[config.mk]
export PLATFORM = sky130hd
export DESIGN_NAME = next_pc_unit
export DESIGN_NICKNAME = d
export VERILOG_FILES = /design/src/rtl/next_pc_unit.sv
export SDC_FILE = /design/constraint.sdc
export NUM_CORES = 1
export LEC_CHECK = 0
export BUFFER_PORTS_ARGS = -buffer_cell sky130_fd_sc_hd__buf_2
export CORE_AREA = 5 5 166 120
export DETAILED_ROUTE_END_ITERATION = 7
export DIE_AREA = 0 0 171 125
export HOLD_SLACK_MARGIN = 0.1
export PLACE_DENSITY = 0.74
export SKIP_CTS_REPAIR_TIMING = 1
export SYNTH_ARGS = -nofsm -noshare
export SYNTH_HDL_FRONTEND = slang
export SYNTH_SLANG_ARGS = --single-unit
[constraint.sdc]
create_clock -name clk -period 3.3 [get_ports clk]
set_clock_uncertainty 0.2 [all_clocks]
set_input_delay 0.165 -clock clk [delete_from_list [all_inputs] [get_ports clk]]
set_output_delay 0.165 -clock clk [all_outputs]
set_load 0.02 [all_outputs]
[src/rtl/next_pc_unit.sv]
// -----------------------------------------------------------------------------
// next_pc_unit
//
// Program-counter and flow-control unit. It owns the PC and resolves the
// flow code {status2,status1,status0} from the control decoder.
// Register-indirect and PC-relative branches resolve in a single cycle.
// Memory-indirect jumps (bmn, jmor, jalm, jspal) issue a data-memory read
// and stall the core until the read data (the jump target) returns.
// jalm and jspal also strobe a link value (pc+4) towards r31.
//
// Optional feature, macro NPC_MISALIGN_TRAP_EN:
//   defined   -> a resolved target with target[1:0] != 0 loads TRAP_VECTOR
//                instead and pulses trap for one cycle.
//   undefined -> targets are loaded unchanged and trap stays 0.
//
// Ports:
//   clk, rst_n            clock, asynchronous active-low reset
//   instr_valid           current instruction may retire this cycle
//   status[2:0]           flow code from the control decoder
//   rs_val, sp_val        rs operand and r29 (jspal base)
//   imm[15:0]             instruction immediate
//   alu_zero              ALU zero output (beq condition)
//   flag_we, alu_result   latch N/Z flags from alu_result
//   mem_req, mem_addr     memory read request/address, held until acknowledged
//   mem_ack, mem_rdata    read data valid strobe and data (jump target)
//   pc                    current PC
//   stall                 core must hold the current instruction
//   link_we, link_data    one-cycle r31 write strobe and value
//   trap                  one-cycle misalignment trap pulse
// -----------------------------------------------------------------------------
module next_pc_unit #(
  parameter int unsigned       ADDR_W      = 32,
  parameter logic [ADDR_W-1:0] RESET_PC    = 32'h0000_0000,
  parameter logic [ADDR_W-1:0] TRAP_VECTOR = 32'h0000_0080
) (
  input  logic              clk,
  input  logic              rst_n,
  input  logic              instr_valid,
  input  logic [2:0]        status,
  input  logic [ADDR_W-1:0] rs_val,
  input  logic [ADDR_W-1:0] sp_val,
  input  logic [15:0]       imm,
  input  logic              alu_zero,
  input  logic              flag_we,
  input  logic [ADDR_W-1:0] alu_result,
  output logic              mem_req,
  output logic [ADDR_W-1:0] mem_addr,
  input  logic              mem_ack,
  input  logic [ADDR_W-1:0] mem_rdata,
  output logic [ADDR_W-1:0] pc,
  output logic              stall,
  output logic              link_we,
  output logic [ADDR_W-1:0] link_data,
  output logic              trap
);

  typedef enum logic {
    RUN,
    MEMWAIT
  } state_t;

  state_t state;
  logic   n_flag;
  logic   z_flag;

  logic [ADDR_W-1:0] seq;
  logic [ADDR_W-1:0] sext_imm;
  logic [ADDR_W-1:0] br_target;
  logic [ADDR_W-1:0] run_target;
  logic [ADDR_W-1:0] mem_target;
  logic              run_redirect;
  logic              run_issue;
  logic              run_link;
  logic              run_bad;
  logic              ack_bad;

  assign seq       = pc + ADDR_W'(4);
  assign sext_imm  = {{(ADDR_W-16){imm[15]}}, imm};
  assign br_target = seq + (sext_imm << 2);

  // Decode of the flow code while running. run_redirect marks a taken
  // single-cycle target (subject to the alignment check); run_issue marks
  // a memory-indirect jump that must go through MEMWAIT.
  always_comb begin
    run_target   = seq;
    mem_target   = rs_val;
    run_redirect = 1'b0;
    run_issue    = 1'b0;
    run_link     = 1'b0;
    case (status)
      3'b000: run_target = seq;
      3'b111: begin
        if (alu_zero) begin
          run_target   = br_target;
          run_redirect = 1'b1;
        end
      end
      3'b011: begin
        if (z_flag) begin
          run_target   = br_target;
          run_redirect = 1'b1;
        end
      end
      3'b010: begin
        if (z_flag) begin
          run_target   = rs_val;
          run_redirect = 1'b1;
        end
      end
      3'b001: begin
        if (n_flag) begin
          run_issue  = 1'b1;
          mem_target = rs_val + sext_imm;
        end
      end
      3'b100: begin
        run_issue  = 1'b1;
        mem_target = rs_val;
      end
      3'b101: begin
        run_issue  = 1'b1;
        run_link   = 1'b1;
        mem_target = rs_val + sext_imm;
      end
      3'b110: begin
        run_issue  = 1'b1;
        run_link   = 1'b1;
        mem_target = sp_val;
      end
    endcase
  end

`ifdef NPC_MISALIGN_TRAP_EN
  assign run_bad = run_redirect && (run_target[1:0] != 2'b00);
  assign ack_bad = (mem_rdata[1:0] != 2'b00);
`else
  assign run_bad = 1'b0;
  assign ack_bad = 1'b0;
`endif

  // The core is held for every cycle spent waiting on the read.
  assign stall = (state == MEMWAIT);

  always_ff @(posedge clk or negedge rst_n) begin
    if (!rst_n) begin
      state     <= RUN;
      pc        <= RESET_PC;
      n_flag    <= 1'b0;
      z_flag    <= 1'b0;
      mem_req   <= 1'b0;
      mem_addr  <= '0;
      link_we   <= 1'b0;
      link_data <= '0;
      trap      <= 1'b0;
    end else begin
      link_we <= 1'b0;
      trap    <= 1'b0;
      // Branches above used the old flags; the update is seen from the
      // next instruction on.
      if (flag_we) begin
        z_flag <= (alu_result == '0);
        n_flag <= alu_result[ADDR_W-1];
      end
      case (state)
        RUN: begin
          if (instr_valid) begin
            if (run_issue) begin
              // pc keeps pointing at the jump until the target arrives,
              // but the link value is committed right away.
              state    <= MEMWAIT;
              mem_req  <= 1'b1;
              mem_addr <= mem_target;
              if (run_link) begin
                link_we   <= 1'b1;
                link_data <= seq;
              end
            end else begin
              pc   <= run_bad ? TRAP_VECTOR : run_target;
              trap <= run_bad;
            end
          end
        end
        MEMWAIT: begin
          if (mem_ack) begin
            pc      <= ack_bad ? TRAP_VECTOR : mem_rdata;
            trap    <= ack_bad;
            mem_req <= 1'b0;
            state   <= RUN;
          end
        end
        default: state <= RUN;
      endcase
    end
  end

endmodule

==> flow_summary.yaml <==
final_layout:
  fin_cells: 1792
  insertedDiodeCount: 0
  fin_area_um2: 13200
  nets: 1769
  layout-drive-gt1-share: 0.359
  area_growth_pct: 51.1
cts:
  cts-htree-levels: 3
  clk_pin_slew_ns: 0.08
  root_buffer: "clkbuf_16"
  clk_latency_ns: 0.36
  tritoncts: "done"
  cts.sinks: 101
  cts_buffers: 9
  cts_max_path_buffers: 2
drt:
  antenna_left: 0
  dr.pass1.iters: 6
  drc: 0
  first_iter_violations: 1127
  vias: 10813
  finalWirelength_um: 36700
  wl_per_cell_um: 20.5
  via_per_inst: 6.03
sta:
  timing.fmax_mhz: 281
  min_period_over_period: 1.08
  setup_viol: 16
  fin_crit_ns: 3.56
  finalHoldViolCount: 0
  worst_slew_pin_slew_ns: 0.725
  slew_violations: 0
  rsz0062_at_grt: "yes"
  worst_slack_ns: -0.264
  slew_headroom: 0.513
min_path:
  hp-class: "in2reg"
  min_from: "mem_rdata[15]"
  min_to: "pc[15]$_DFFE_PN0P_"
  hold-path-cell-count: 4
status:
  failed_checks: "negative setup slack"
  status: "finished, violations left"
critical_path:
  rr_startpoint: "pc[2]$_DFFE_PN0P_"
  rrSetupSlack_ns: -0.26
  r2r_end: "pc[29]$_DFFE_PN0P_"
  r2r_cells: 17
  critPathLaunchType: "register"
  crit_arrival_ns: 3.65
  critPathMaxFanout: 5
  worstPathRequired_ns: 3.38
  criticalPathCategory: "reg2reg"
  end_kind: "register"
logic_synthesis:
  seq_area_frac_synth: 0.288
  synth-edff-count: 0
  netlist.area_leader.share: 0.288
  syn_area_per_cell_um2: 8.14
  synth_area_um2: 8760
  synth-xor-area-share: 0.0860
  synthMuxAreaShare: 0.0216
  synthAdderAreaFrac: 0.103
  syn_nets: 1300
  synth-simple-area-share: 0.160
  synth_top_family_by_area: "compound AO/OA/AOI/OAI gates"
  netlist_top_cells_area: "dfrtp_1 (29%), ha_1 (9.9%), a21oi_1 (6.2%)"
  synth_warnings: 0
  yosysTopAreaCell: "dfrtp_1"
  yosys-top-cells-count: "nand2_1 (132), a21oi_1 (108), dfrtp_1 (101)"
  ys_ff_latch: 101
  synthCells: 1076
  post-synth-top-count-cell: "nand2_1"
  synthFlopType: "dfrtp_1"
  synth_compound_area_frac: 0.298
  synth.distinct_cells: 68
  ys_async_sr_fraction: 1.00
grt:
  grt_first_pass_wirelength_um: 51900
  grt_pass1_vias: 9795
  overflow: 0
  antenna_found_initial: 1
  grt_max_degree: 69
  grt_use_total: 0.302
placement:
  place.gp.congestion: 0.972
  portBuffers: 251
  post-place-cells: 1662
  preCtsSetupSlack_ns: -0.337
  hpwlAfterDp_um: 26600
  postPlaceCellArea_um2: 11300
job:
  maxCapViolCount: 0
power:
  peakVddDrop_uv: 540
  p_per_area_nw_per_um2: 706
  total_power_mw: 9.35
  total_leakage_power_nw: 6.24
floorplan:
  die_w_um: 171
  io_pins: 253
  dieArea_um2: 21400
  dieHeight_um: 125
  rows: 42
  core_area_um2: 18300
  start_util: 0.478
[layout make-up]
type	instances	area [µm²]
Inverter	39	146
Tap cell	242	303
Clock buffer	9	225
Sequential cell	101	2530
Fill cell	1374	5100
Multi-Input combinational cell	880	6430
Clock inverter	7	65.1
Timing Repair Buffer	514	3530
[how the worst max path moves through the flow]
stage	slack, ns	endpoint	startpoint	cells past startpoint
detailed placement	-0.34	pc[28]$_DFFE_PN0P_	pc[4]$_DFFE_PN0P_	16
global placement	-0.39	pc[28]$_DFFE_PN0P_	pc[4]$_DFFE_PN0P_	16
floorplan	-0.16	pc[29]$_DFFE_PN0P_	pc[4]$_DFFE_PN0P_	16
global route	-0.39	pc[29]$_DFFE_PN0P_	pc[2]$_DFFE_PN0P_	16
CTS	-0.38	pc[28]$_DFFE_PN0P_	pc[4]$_DFFE_PN0P_	16
finish	-0.26	pc[29]$_DFFE_PN0P_	pc[2]$_DFFE_PN0P_	17
[through the flow]
step / util / hold slack [ns] / setup TNS [ns]
2_1_floorplan: - / -0.331 / -0.527
3_3_place_gp: 0.614 / -0.0531 / -2.12
3_5_place_dp: 0.614 / -0.0427 / -2.22
4_1_cts: 0.630 / -0.428 / -2.98
5_1_grt: 0.722 / 0.101 / -4.84
6_report: 0.722 / 0.0580 / -1.91
[registers in the layout, summed over array words and instances (netlist names)]
name and cells:
link_we 1, n_flag 1, mem_req 1, mem_addr 32
stall 1, link_data 32, z_flag 1, pc 32
[critical path: stages (launching register included)]
cell,delay [ns]
dfrtp_2,0.43
ha_4,0.16
buf_6,0.12
nand4_1,0.17
or2_4,0.33
nor2_4,0.10
xor2_2,0.09
ha_1,0.24
buf_4,0.15
a21o_1,0.15
a21o_1,0.17
a21o_1,0.19
a31o_2,0.27
nor3_2,0.14
a21oi_2,0.08
xor2_1,0.20
o211ai_1,0.11
a31oi_1,0.18
[per-layer routing]
layer  part of all wire  routed length, µm  vias to the layer above  global-route usage
met1               0.41              15000                     5130               0.417
met3              0.097               3550                      114              0.0644
met5            0.00035                 13                        -                   0
met4              0.036               1320                        2              0.0806
met2               0.46              16800                      630               0.483
li1                   -                  -                     4937                   -
[cell families (layout without fill, tap and decap cells)]
kind of cell    count (synthesis)  after routing
xor+xnor                       86             86
buf+inv                        95            569
mux                            17             17
other cells                     1              1
simple gates                  306            306
flops                         101            101
fa+ha+maj                      71             71
compound gates                399            399
[layout by cell type, fill, tap and decap left out, drive strengths merged, types with 3 or more instances in the layout]
| cell type | Yosys | layout |
|---|---|---|
| buf | 8 | 416 |
| clkinv | 1 | 4 |
| clkbuf | 48 | 9 |
| nor2b | 4 | 4 |
| and4 | 6 | 6 |
| a211oi | 9 | 9 |
| nand2 | 132 | 132 |
| o21a | 6 | 6 |
| o2111ai | 6 | 6 |
| o211ai | 18 | 18 |
| a21o | 38 | 38 |
| o22ai | 8 | 8 |
| a221oi | 25 | 25 |
| o221ai | 20 | 20 |
| and2 | 3 | 3 |
| nand2b | 5 | 5 |
| a221o | 3 | 3 |
| dlygate4sd3 | 0 | 98 |
| xnor2 | 48 | 48 |
| mux2 | 15 | 15 |
| a222oi | 15 | 15 |
| nor3 | 15 | 15 |
| a31oi | 14 | 14 |
| o211a | 3 | 3 |
| nor4 | 6 | 6 |
| a21oi | 108 | 108 |
| o21bai | 8 | 8 |
| dfrtp | 101 | 101 |
| or2 | 4 | 4 |
| ha | 69 | 69 |
| xor2 | 38 | 38 |
| nor2 | 71 | 71 |
| nand3 | 23 | 23 |
| or3 | 8 | 8 |
| a311oi | 3 | 3 |
| and3 | 14 | 14 |
| inv | 38 | 41 |
| nand4 | 10 | 10 |
| o21ai | 103 | 103 |
[power breakdown]
group | leakage (nW) | total [mW] | internal [mW] | switching (mW)
Combinational | 4.90 | 6.24 | 2.86 | 3.39
Sequential | 1.20 | 2.02 | 1.69 | 0.325
Clock | 0.140 | 1.09 | 0.531 | 0.558
Total | 6.24 | 9.35 | 5.08 | 4.27
Note: power is estimated with default switching activity, not from simulation.
